==> src/rtl/serial_adder_pkg.sv <==
// Shared types and sizing helpers for the bit-serial adder.
package serial_adder_pkg;

   typedef enum logic [1:0] {
      IDLE  = 2'd0,
      SHIFT = 2'd1,
      DONE  = 2'd2
   } state_t;

   // Bit counter only has to reach width-1, so $clog2 suffices (never below 1 bit).
   function automatic int cnt_width(input int width);
      return (width > 2) ? $clog2(width) : 1;
   endfunction

endpackage

==> src/rtl/serial_adder_if.sv <==
// Operand/result handshake bundle for serial_adder; ovf exists only with SERIAL_ADDER_OVF_EN.
interface serial_adder_if #(parameter int WIDTH = 8);

   logic             in_valid;
   logic             in_ready;
   logic [WIDTH-1:0] a;
   logic [WIDTH-1:0] b;
   logic             cin;
   logic             out_valid;
   logic             out_ready;
   logic [WIDTH-1:0] sum;
   logic             cout;
`ifdef SERIAL_ADDER_OVF_EN
   logic             ovf;

   modport master (output in_valid, a, b, cin, out_ready,
                   input  in_ready, out_valid, sum, cout, ovf);
   modport slave  (input  in_valid, a, b, cin, out_ready,
                   output in_ready, out_valid, sum, cout, ovf);
`else
   modport master (output in_valid, a, b, cin, out_ready,
                   input  in_ready, out_valid, sum, cout);
   modport slave  (input  in_valid, a, b, cin, out_ready,
                   output in_ready, out_valid, sum, cout);
`endif

endinterface

==> src/rtl/serial_adder_fa_cell.sv <==
// Combinational full-adder cell built from two half-adder stages and a carry OR.
module fa_cell (
   input  logic a,
   input  logic b,
   input  logic cin,
   output logic sum,
   output logic cout
);

   logic ha0_sum_s;
   logic ha0_carry_s;
   logic ha1_carry_s;

   assign ha0_sum_s   = a ^ b;
   assign ha0_carry_s = a & b;
   assign sum         = ha0_sum_s ^ cin;
   assign ha1_carry_s = ha0_sum_s & cin;
   assign cout        = ha0_carry_s | ha1_carry_s;

endmodule

==> src/rtl/serial_adder.sv <==
// LSB-first bit-serial adder: one full-adder cell plus a carry flop, WIDTH cycles per add.
// Optional macro SERIAL_ADDER_OVF_EN adds a registered signed-overflow output.
module serial_adder
   import serial_adder_pkg::*;
#(
   parameter int WIDTH = 8
) (
   input  logic           clk,
   input  logic           rst,
   serial_adder_if.slave  bus
);

   localparam int             CW   = cnt_width(WIDTH);
   localparam logic [CW-1:0]  LAST = CW'(WIDTH - 1);

   state_t           state_r;
   state_t           state_s;
   logic [WIDTH-1:0] a_sh_r;
   logic [WIDTH-1:0] b_sh_r;
   logic [WIDTH-1:0] sum_sh_r;
   logic             c_r;
   logic [CW-1:0]    cnt_r;
   logic             in_ready_r;
   logic             out_valid_r;
   logic [WIDTH-1:0] sum_r;
   logic             cout_r;
   logic             s_s;
   logic             c_next_s;
   logic             accept_s;
   logic             last_s;

   fa_cell u_fa (
      .a    (a_sh_r[0]),
      .b    (b_sh_r[0]),
      .cin  (c_r),
      .sum  (s_s),
      .cout (c_next_s)
   );

   // Next-state decode; DONE never accepts new operands, even when draining.
   always_comb begin
      state_s  = state_r;
      accept_s = 1'b0;
      last_s   = 1'b0;
      case (state_r)
         IDLE: begin
            if (bus.in_valid) begin
               accept_s = 1'b1;
               state_s  = SHIFT;
            end else begin
               state_s  = IDLE;
            end
         end
         SHIFT: begin
            if (cnt_r == LAST) begin
               last_s  = 1'b1;
               state_s = DONE;
            end else begin
               state_s = SHIFT;
            end
         end
         DONE: begin
            if (bus.out_ready) begin
               state_s = IDLE;
            end else begin
               state_s = DONE;
            end
         end
         default: begin
            state_s = IDLE;
         end
      endcase
   end

   // State register and handshake flags, derived from the next state so they stay registered.
   always_ff @(posedge clk or posedge rst) begin
      if (rst) begin
         state_r     <= IDLE;
         in_ready_r  <= 1'b1;
         out_valid_r <= 1'b0;
      end else begin
         state_r     <= state_s;
         in_ready_r  <= (state_s == IDLE);
         out_valid_r <= (state_s == DONE);
      end
   end

   // Shift datapath, carry flop, bit counter and result registers.
   always_ff @(posedge clk or posedge rst) begin
      if (rst) begin
         a_sh_r   <= '0;
         b_sh_r   <= '0;
         sum_sh_r <= '0;
         c_r      <= 1'b0;
         cnt_r    <= '0;
         sum_r    <= '0;
         cout_r   <= 1'b0;
      end else if (accept_s) begin
         a_sh_r   <= bus.a;
         b_sh_r   <= bus.b;
         sum_sh_r <= '0;
         c_r      <= bus.cin;
         cnt_r    <= '0;
      end else if (state_r == SHIFT) begin
         a_sh_r   <= {1'b0, a_sh_r[WIDTH-1:1]};
         b_sh_r   <= {1'b0, b_sh_r[WIDTH-1:1]};
         sum_sh_r <= {s_s, sum_sh_r[WIDTH-1:1]};
         c_r      <= c_next_s;
         if (last_s) begin
            cnt_r  <= '0;
            sum_r  <= {s_s, sum_sh_r[WIDTH-1:1]};
            cout_r <= c_next_s;
         end else begin
            cnt_r  <= cnt_r + CW'(1'b1);
         end
      end
   end

`ifdef SERIAL_ADDER_OVF_EN
   logic ovf_r;

   // On the last bit c_r is the carry into the MSB and c_next_s the carry out.
   always_ff @(posedge clk or posedge rst) begin
      if (rst) begin
         ovf_r <= 1'b0;
      end else if (last_s) begin
         ovf_r <= c_r ^ c_next_s;
      end
   end

   assign bus.ovf = ovf_r;
`endif

   assign bus.in_ready  = in_ready_r;
   assign bus.out_valid = out_valid_r;
   assign bus.sum       = sum_r;
   assign bus.cout      = cout_r;

endmodule

==> src/flat_wrapper.sv <==
// flat-port wrapper written by rule: the top's interface ports become plain ports
module serial_adder_flat import serial_adder_pkg::*;
#(
   parameter int WIDTH = 8
)
  (clk, rst, bus_in_valid, bus_a, bus_b, bus_cin, bus_out_ready, bus_in_ready, bus_out_valid, bus_sum, bus_cout);
  serial_adder_if #(.WIDTH(WIDTH)) bus_i ();
  input  logic clk;
  input  logic rst;
  input wire logic [$bits(bus_i.in_valid)-1:0] bus_in_valid;
  input wire logic [$bits(bus_i.a)-1:0] bus_a;
  input wire logic [$bits(bus_i.b)-1:0] bus_b;
  input wire logic [$bits(bus_i.cin)-1:0] bus_cin;
  input wire logic [$bits(bus_i.out_ready)-1:0] bus_out_ready;
  output wire logic [$bits(bus_i.in_ready)-1:0] bus_in_ready;
  output wire logic [$bits(bus_i.out_valid)-1:0] bus_out_valid;
  output wire logic [$bits(bus_i.sum)-1:0] bus_sum;
  output wire logic [$bits(bus_i.cout)-1:0] bus_cout;
  assign bus_i.in_valid = bus_in_valid;
  assign bus_i.a = bus_a;
  assign bus_i.b = bus_b;
  assign bus_i.cin = bus_cin;
  assign bus_i.out_ready = bus_out_ready;
  assign bus_in_ready = bus_i.in_ready;
  assign bus_out_valid = bus_i.out_valid;
  assign bus_sum = bus_i.sum;
  assign bus_cout = bus_i.cout;
  serial_adder #(.WIDTH(WIDTH)) u_core (.clk(clk), .rst(rst), .bus(bus_i));
endmodule
==> config.mk <==
export PLATFORM = sky130hd
export DESIGN_NAME = serial_adder_flat
export DESIGN_NICKNAME = d
export VERILOG_FILES = /design/src/rtl/serial_adder_pkg.sv /design/src/rtl/serial_adder_if.sv /design/src/rtl/serial_adder_fa_cell.sv /design/src/rtl/serial_adder.sv /design/src/flat_wrapper.sv
export SDC_FILE = /design/constraint.sdc
export NUM_CORES = 1
export LEC_CHECK = 0
export ABC_CLOCK_PERIOD_IN_PS = 3800
export BUFFER_PORTS_ARGS = -buffer_cell sky130_fd_sc_hd__buf_4
export CAP_MARGIN = 20
export CORE_MARGIN = 2
export CORE_UTILIZATION = 27
export DETAILED_ROUTE_END_ITERATION = 10
export HOLD_SLACK_MARGIN = 0.06
export MAX_ROUTING_LAYER = met4
export REMOVE_ABC_BUFFERS = 1
export SETUP_SLACK_MARGIN = 0.15
export SYNTH_ARGS = -nofsm -noshare
export SYNTH_HDL_FRONTEND = slang
export SYNTH_HIERARCHICAL = 1
export SYNTH_SLANG_ARGS = --single-unit
==> constraint.sdc <==
create_clock -name clk -period 3.8 [get_ports clk]
set_input_delay 0.38 -clock clk [delete_from_list [all_inputs] [get_ports clk]]
set_output_delay 0.38 -clock clk [all_outputs]
set_load 0.005 [all_outputs]
Yosys cells after proc, flatten, opt, wreduce, memory -nomap -nowiden
Index checks and enable logic that the tools add are counted.
{ "word_totals": {"reg_bits": 41, "in_bits": 21, "out_inout_bits": 11, "elab_cells": 44} }
{ "op_classes": {"n_addsub": 1, "eq_ne": 4, "n_mux": 19, "bitwise_logic": 6, "reduce_logical": 4} }
{ "ops": {"columns": ["op", "n"], "rows": [
  ["8-bit 2-to-1 mux", 6],
  ["3-bit 2-to-1 mux", 3],
  ["1-bit 2-to-1 mux", 7],
  ["2-bit case mux with 3 select lines", 1],
  ["2-bit equality test, second input constant", 2],
  ["2-bit zero test", 2],
  ["2-bit 2-to-1 mux", 2],
  ["3-bit by 1-bit adder with 3-bit output, second input constant", 1],
  ["3-bit equality test, second input constant", 1],
  ["3-bit AND reduction", 1],
  ["1-bit AND", 2],
  ["2-bit by 1-bit equality test with 1-bit output, second input constant", 1],
  ["2-bit nonzero test", 1],
  ["1-bit bitwise XOR", 2],
  ["1-bit inverter", 1],
  ["1-bit OR", 1]
]} }

Logic depth before layout (Yosys ltp)
Gate-level depths: netlist of the first run.
{ "logic_depth": {"word_depth": 6, "mapped_depth": 5, "depth_no_buf": 4} }

Hierarchy
Netlist of the first run, hierarchy kept.
{ "by_module_without_submodules": {"columns": ["mod", "instances", "cells_each", "area_per_inst_um2"], "rows": [
  ["serial_adder", 1, 149, 1843.0],
  ["fa_cell", 1, 1, 20.0]
]} }

Worst setup path before layout of the first run
Ideal clock, no wire load.
{ "synth_path": {"path_kind": "reg2reg", "from": "register u_core.cnt_r[0]", "to": "register u_core.cout_r, in the netlist u_core/bus.cout", "arrival_time_ps": 1320, "required_time_ps": 3675, "path_slack_ps": 2356, "stages_incl_launch_ff": 6, "n_path_buf": 1, "synth_period_minus_slack_ps": 1444, "cell_sequence": "dfrtp_1 ha_1 ha_1 nand3b_4 buf_6 mux2_2"} }
{ "synth_between": {"elab_chain_len": 4} }
{ "synth_rtl": {"columns": ["element", "line_no", "source"], "rows": [
  ["from (decl)", "serial_adder.sv:22", "logic [CW-1:0] cnt_r;"],
  ["from (signal assigned)", "serial_adder.sv:114", "cnt_r <= cnt_r + CW'(1'b1);"],
  ["3-bit equality test", "serial_adder.sv:55", "if (cnt_r == LAST) begin"],
  ["1-bit 2-to-1 mux", "serial_adder.sv:55", null],
  ["1-bit 2-to-1 mux", "serial_adder.sv:45", "case (state_r)"],
  ["3-bit AND reduction (no source line)", null, null],
  ["to (signal assigned)", "serial_adder.sv:112", "cout_r <= c_next_s;"],
  ["to (decl)", "serial_adder.sv:26", "logic cout_r;"]
]} }
Every way passes these cells.
A chain may end at the register's enable or synchronous reset.

Worst setup path after layout of the first run
{ "layout_path": {"from": "register u_core.state_r[0]", "to": "register u_core.a_sh_r[3]"} }
{ "layout_between": {"elab_chain_len": 3} }
{ "layout_rtl": {"columns": ["element", "line_no", "source"], "rows": [
  ["from (decl)", "serial_adder.sv:16", "state_t state_r;"],
  ["from (signal assigned)", "serial_adder.sv:82", "state_r <= state_s;"],
  ["2-bit zero test", "serial_adder.sv:45", null],
  ["1-bit 2-to-1 mux", "serial_adder.sv:45", null],
  ["8-bit 2-to-1 mux or 2-bit nonzero test (tied branches)", null, null],
  ["to (signal assigned)", "serial_adder.sv:99", "a_sh_r <= bus.a;"],
  ["to (signal assigned)", "serial_adder.sv:105", "a_sh_r <= {1'b0, a_sh_r[WIDTH-1:1]};"],
  ["to (decl)", "serial_adder.sv:18", "logic [WIDTH-1:0] a_sh_r;"]
]} }
Several ways; a longest one is shown, not always the timed one.

==> flow_summary.toml, run 1 <==
[clock_tree]
cts-resized-gates = 0
cts_tree = "built"
cts_buffer_depth = 2
cts_buffers = 5
insertion_delay_ps = 290
cts_sinks = 40
clk_pin_slew_worst_paths_ps = 80
post_cts_buffers = 0
htree_levels = 2
hold_buffers = 0
root_buffer = "clkbuf_8"

[flow_run]
cap_violations = 0

[floorplan]
die_h_um = 87.1
start_util = 0.277
rows = 30
io_pins = 32
core_area_sq_mm = 0.00672
die_area_sq_mm = 0.00758
fp.dieW_um = 87.1

[worst_setup_path]
crit_fanout = 33
end_kind = "flop"
r2r_slack_ps = 2210
r2r_start = "u_core/state_r[0]"
startpoint_type = "flop"
rr_worst_depth = 3
crit_arrival_ps = 1730
worstReg2RegEnd = "u_core/a_sh_r[3]"
crit_required_ps = 3940
worstSetupPathType = "flop to flop"

[synthesis]
async_flop_share = 1.00
yosysSeqAreaShare = 0.538
postSynthCellCount = 150
synthTopCellsByArea = "dfrtp_1, a221oi_1, nor4b_1"
synth.distinct_cells = 28
synth.cell_area_sq_mm = 0.00186
yosys_warnings = 6
yosys-top-cells-count = "dfrtp_1, inv_1, a221oi_1, nor4b_1, nor2_1"
synth-seq-cells = 40
synth_top_cell_area_share = 0.524
yosys.area.top_type = "dfrtp_1"
synth_ff_type = "dfrtp_1"
post-synth-top-count-cell = "dfrtp_1"
synth_edf_count = 0
synth.avg_cell_area_sq_um = 12.4

[placed_design]
place_ws_ps = 1880
gp_congestion = 0.667
io_buffer_count = 31
dpl.hpwl_mm = 2.17

[drt]
wire_per_inst_um = 13.4
wirelength_mm = 3.45
drtPass1Iterations = 4
drtAntennaViolNets = 0
dr.first_iter.drc_count = 57
vias = 1229
vias_per_cell = 4.76
drc_errors = 0

[pwr]
p_leak_nw = 1.04
ir_drop_uv = 233
powerDensity_mw_per_mm2 = 724
power_mw = 1.61

[global_routing]
overflow = 0
antenna_found_initial = 0
grt.total_usage = 0.105
grt_max_degree = 41
grt_pass1_wl_mm = 6.00
grt_pass1_vias = 1245

[hold_path]
hold_class = "input port to asynchronous set/reset pin"

[timing]
max_slew_margin = 0.616
fin_ws_ps = 2210
tightestPinTransition_ps = 575
finalCriticalPeriod_ps = 1590
fin_skew_ps = 7.50
tns_ps = 0
whs_ps = 215
slew_violations = 0
setup_violations = 0
fmax_mhz = 629
rsz0062_at_grt = "no"
post-route-period-util = 0.418
hold_viol = 0

[finish]
layout-drive-gt1-share = 0.315
fill_cells = 683
final_nets = 201
area_delta_synth_final_pct = 19.7
antenna_cells = 0

[status]
outcome = "complete, no violations"
## critical path, cell delays in order (launching register included)
cell and delay [ps]:
dfrtp_1 450, buf_4 280, o21bai_4 520, a221oi_1 190
## area by class of cell
| cell class | count | area [sq um] | share of cell area |
|---|---|---|---|
| clock buffer | 7 | 86.3 | 0.0387 |
| tap | 80 | 100 | 0.0449 |
| sequential | 40 | 1000 | 0.449 |
| multi-input combinational | 82 | 706 | 0.316 |
| timing repair buffer | 34 | 275 | 0.123 |
| clock inverter | 1 | 7.51 | 0.00337 |
| inverter | 14 | 52.6 | 0.0236 |
## registers in the layout (all words and copies together), names as in the netlist
name / flops
u_core/a_sh_r: 8
u_core/b_sh_r: 8
u_core/bus.sum: 8
u_core/sum_sh_r: 7
u_core/cnt_r: 3
u_core/state_r: 2
u_core/bus.cout: 1
u_core/bus.in_ready: 1
u_core/bus.out_valid: 1
u_core/c_r: 1
## power by group
| part | switching (mW) | total, mW | internal (mW) |
|---|---|---|---|
| clock network | 0.144 | 0.291 | 0.148 |
| logic | 0.273 | 0.598 | 0.325 |
| registers | 0.114 | 0.725 | 0.611 |
## per-stage QoR
step,std cells,area [sq um],util
CTS,257,2200,0.328
global route,258,2230,0.332
global placement,249,2110,0.314
detailed placement,249,2110,0.314
floorplan,136,1760,-
finish,258,2230,0.332
## layout by cell type, fill, tap and decap left out
cell	instances
dfrtp_1	39
buf_4	33
inv_1	14
nor4b_1	13
a221oi_1	13
nor2_1	12
a22o_1	10
mux2_2	9
clkbuf_8	6
nand2b_1	4
or4b_1	2
o221a_2	2
o21ai_0	2
nor4bb_1	2
nor3b_1	2
a211o_1	2
ha_1	2
clkinvlp_4	1
clkbuf_1	1
o21bai_4	1
o21ba_2	1
nand3b_4	1
and2b_1	1
a21oi_1	1
o21a_1	1
dfstp_2	1
buf_16	1
fa_1	1
## how the worst max path moves through the flow
stage,to,startpoint
floorplan,u_core/a_sh_r[0],u_core/state_r[0]
global placement,u_core/bus.sum[1],u_core/state_r[1]
detailed placement,u_core/bus.sum[7],u_core/state_r[1]
CTS,u_core/bus.sum[1],u_core/state_r[1]
global route,u_core/a_sh_r[0],u_core/state_r[0]
finish,u_core/a_sh_r[3],u_core/state_r[0]
## cell families (layout without fill, tap and decap cells)
logic type | count (synthesis) | after routing | share of synthesized area
flip-flops | 40 | 40 | 0.538
AND/OR/NAND/NOR | 37 | 37 | 0.143
AO/OA/AOI/OAI | 33 | 33 | 0.157
buffers and inverters | 28 | 56 | 0.0833
multiplexers | 9 | 9 | 0.0544
adder cells (fa/ha/maj) | 3 | 3 | 0.0242
## layer usage
layer | global-route usage | part of all wire
met4 | 0.0384 | 0.013
met1 | 0.145 | 0.53
met5 | - | 0
met2 | 0.142 | 0.42
met3 | 0.0341 | 0.043
Power figures use the tool's default switching activity.
==> inputs of run 2 (changes only) <==
Settings changed: ABC_CLOCK_PERIOD_IN_PS 3800 to 1400.
Clock period 3.8 ns to 1.4 ns, I/O delays scaled along.
==> flow_summary.toml, run 2 (synthesis gave the netlist of run 1 again) <==
[clock_tree]
clk_pin_slew_worst_paths_ps = 80
cts_sinks = 40
insertion_delay_ps = 290
cts_tree = "built"
htree_levels = 2
cts_buffers = 5
root_buffer = "clkbuf_8"
cts_buffer_depth = 2

[timing]
rsz0062_at_grt = "yes"
finalCriticalPeriod_ps = 1400
fin_ws_ps = -1.06
fmax_mhz = 714
post-route-period-util = 1.00
tightestPinTransition_ps = 381
setup_violations = 2
hold_viol = 0
max_slew_margin = 0.746
slew_violations = 0
fin_skew_ps = 9.71

[drt]
routed.top_layer = "met4"
vias_per_cell = 4.90
vias = 1396
m1WireLength_mm = 2.06
routed-wl-met2_mm = 2.14
met3_length_um = 175
wirelength_mm = 4.42
dr.first_iter.drc_count = 48
drtAntennaViolNets = 0
drc_errors = 0
drtPass1Iterations = 4
wire_per_inst_um = 15.5

[finish]
area_delta_synth_final_pct = 51.6
multi_input_area_sq_um = 973
fill_cells = 625
layout-drive-gt1-share = 0.556
seqCellArea_sq_mm = 0.00100
finalInstanceArea_sq_mm = 0.00283
final_nets = 228
antenna_cells = 0
layout_commonest_cell = "buf_4"
layout.cells.non_filler = 285
final_cell_mix = "buf_4, dfrtp_1, inv_1, nor2_1, nor4b_2"

[global_routing]
grt_max_degree = 23
grt.total_usage = 0.131
grt_pass1_vias = 1445
grt_pass1_wl_mm = 7.29
overflow = 0
antenna_found_initial = 0

[floorplan]
die_area_sq_mm = 0.00758
fp.dieW_um = 87.1
start_util = 0.277
rows = 30
core_area_sq_mm = 0.00672
io_pins = 32
die_h_um = 87.1

[pwr]
powerDensity_mw_per_mm2 = 1970
p_leak_nw = 1.32
ir_drop_uv = 743

[worst_setup_path]
end_kind = "flop"
startpoint_type = "flop"
crit_fanout = 5
crit_required_ps = 1580
worstSetupPathType = "flop to flop"
crit_arrival_ps = 1580

[placed_design]
dp_cells = 263
dpl.hpwl_mm = 2.53
placed_area_sq_mm = 0.00225
io_buffer_count = 31
gp_congestion = 0.704

[hold_path]
hold_class = "input port to flop"

[status]
outcome = "finished, violations left"
violations = "setup timing"

[flow_run]
cap_violations = 0
==> run 2: metrics by stage <==
step	worst slack (ps)	setup TNS (ps)	power, mW	hold slack (ps)	utilization
after floorplan	-222	-6720	3.04	249	-
after global placement	-6.69	-46.7	3.78	146	0.335
after detailed placement	-41.8	-298	3.83	140	0.335
after CTS	6.98	0	5.32	170	0.401
after global routing	-40.4	-198	5.95	172	0.420
final	-1.06	-1.57	5.57	168	0.420
==> run 2: metal layers <==
metal,global-route usage,vias up
met3,0.0313,5
met1,0.175,692
met4,0.0426,0
met5,-,-
li1,-,669
met2,0.195,30
==> run 2: final timing paths <==
check                                   from                  to  slack, ps  cells past startpoint
setup / recovery             u_core/cnt_r[0]   u_core/bus.sum[4]         -1                      5
hold / removal                      bus_b[3]    u_core/b_sh_r[3]        170                      3
setup reg to reg             u_core/cnt_r[0]   u_core/bus.sum[4]         -1                      5
hold reg to reg            u_core/bus.sum[5]   u_core/bus.sum[5]        510                      1
max in group asynchronous                rst   u_core/state_r[1]        510                      4
min in group asynchronous                rst  u_core/sum_sh_r[3]        380                      3
==> run 2: where the power goes <==
group	leakage [nW]	total [mW]	internal, mW	switching, mW
combinational	0.781	2.80	1.63	1.17
clock	0.0445	0.802	0.401	0.401
sequential	0.490	1.97	1.66	0.311
==> run 2: critical path, stage by stage, from the launching register on <==
cell and delay (ps):
dfrtp_1 390, ha_2 200, ha_4 170, nand3b_4 90, buf_6 140, mux2_4 300
==> run 2: layout make-up <==
cell class / instances / share of cell area
flip-flops and latches: 40 / 0.355
inverters: 14 / 0.0186
clock buffers: 7 / 0.0306
clock inverters: 1 / 0.00266
multi-input cells: 82 / 0.345
well taps: 80 / 0.0354
repair buffers: 61 / 0.213
==> run 2: what timing repair did <==
| action | 4_1_cts | 5_1_grt |
|---|---|---|
| endpoints found under the setup margin | 38 | 39 |
| hold endpoints to repair | 8 | 0 |
| resized for setup | 35 | 24 |
| gates cloned | 3 | 1 |
| pin swaps | 6 | 20 |
| buffers inserted | 6 | 2 |
| hold buffers | 2 | 0 |
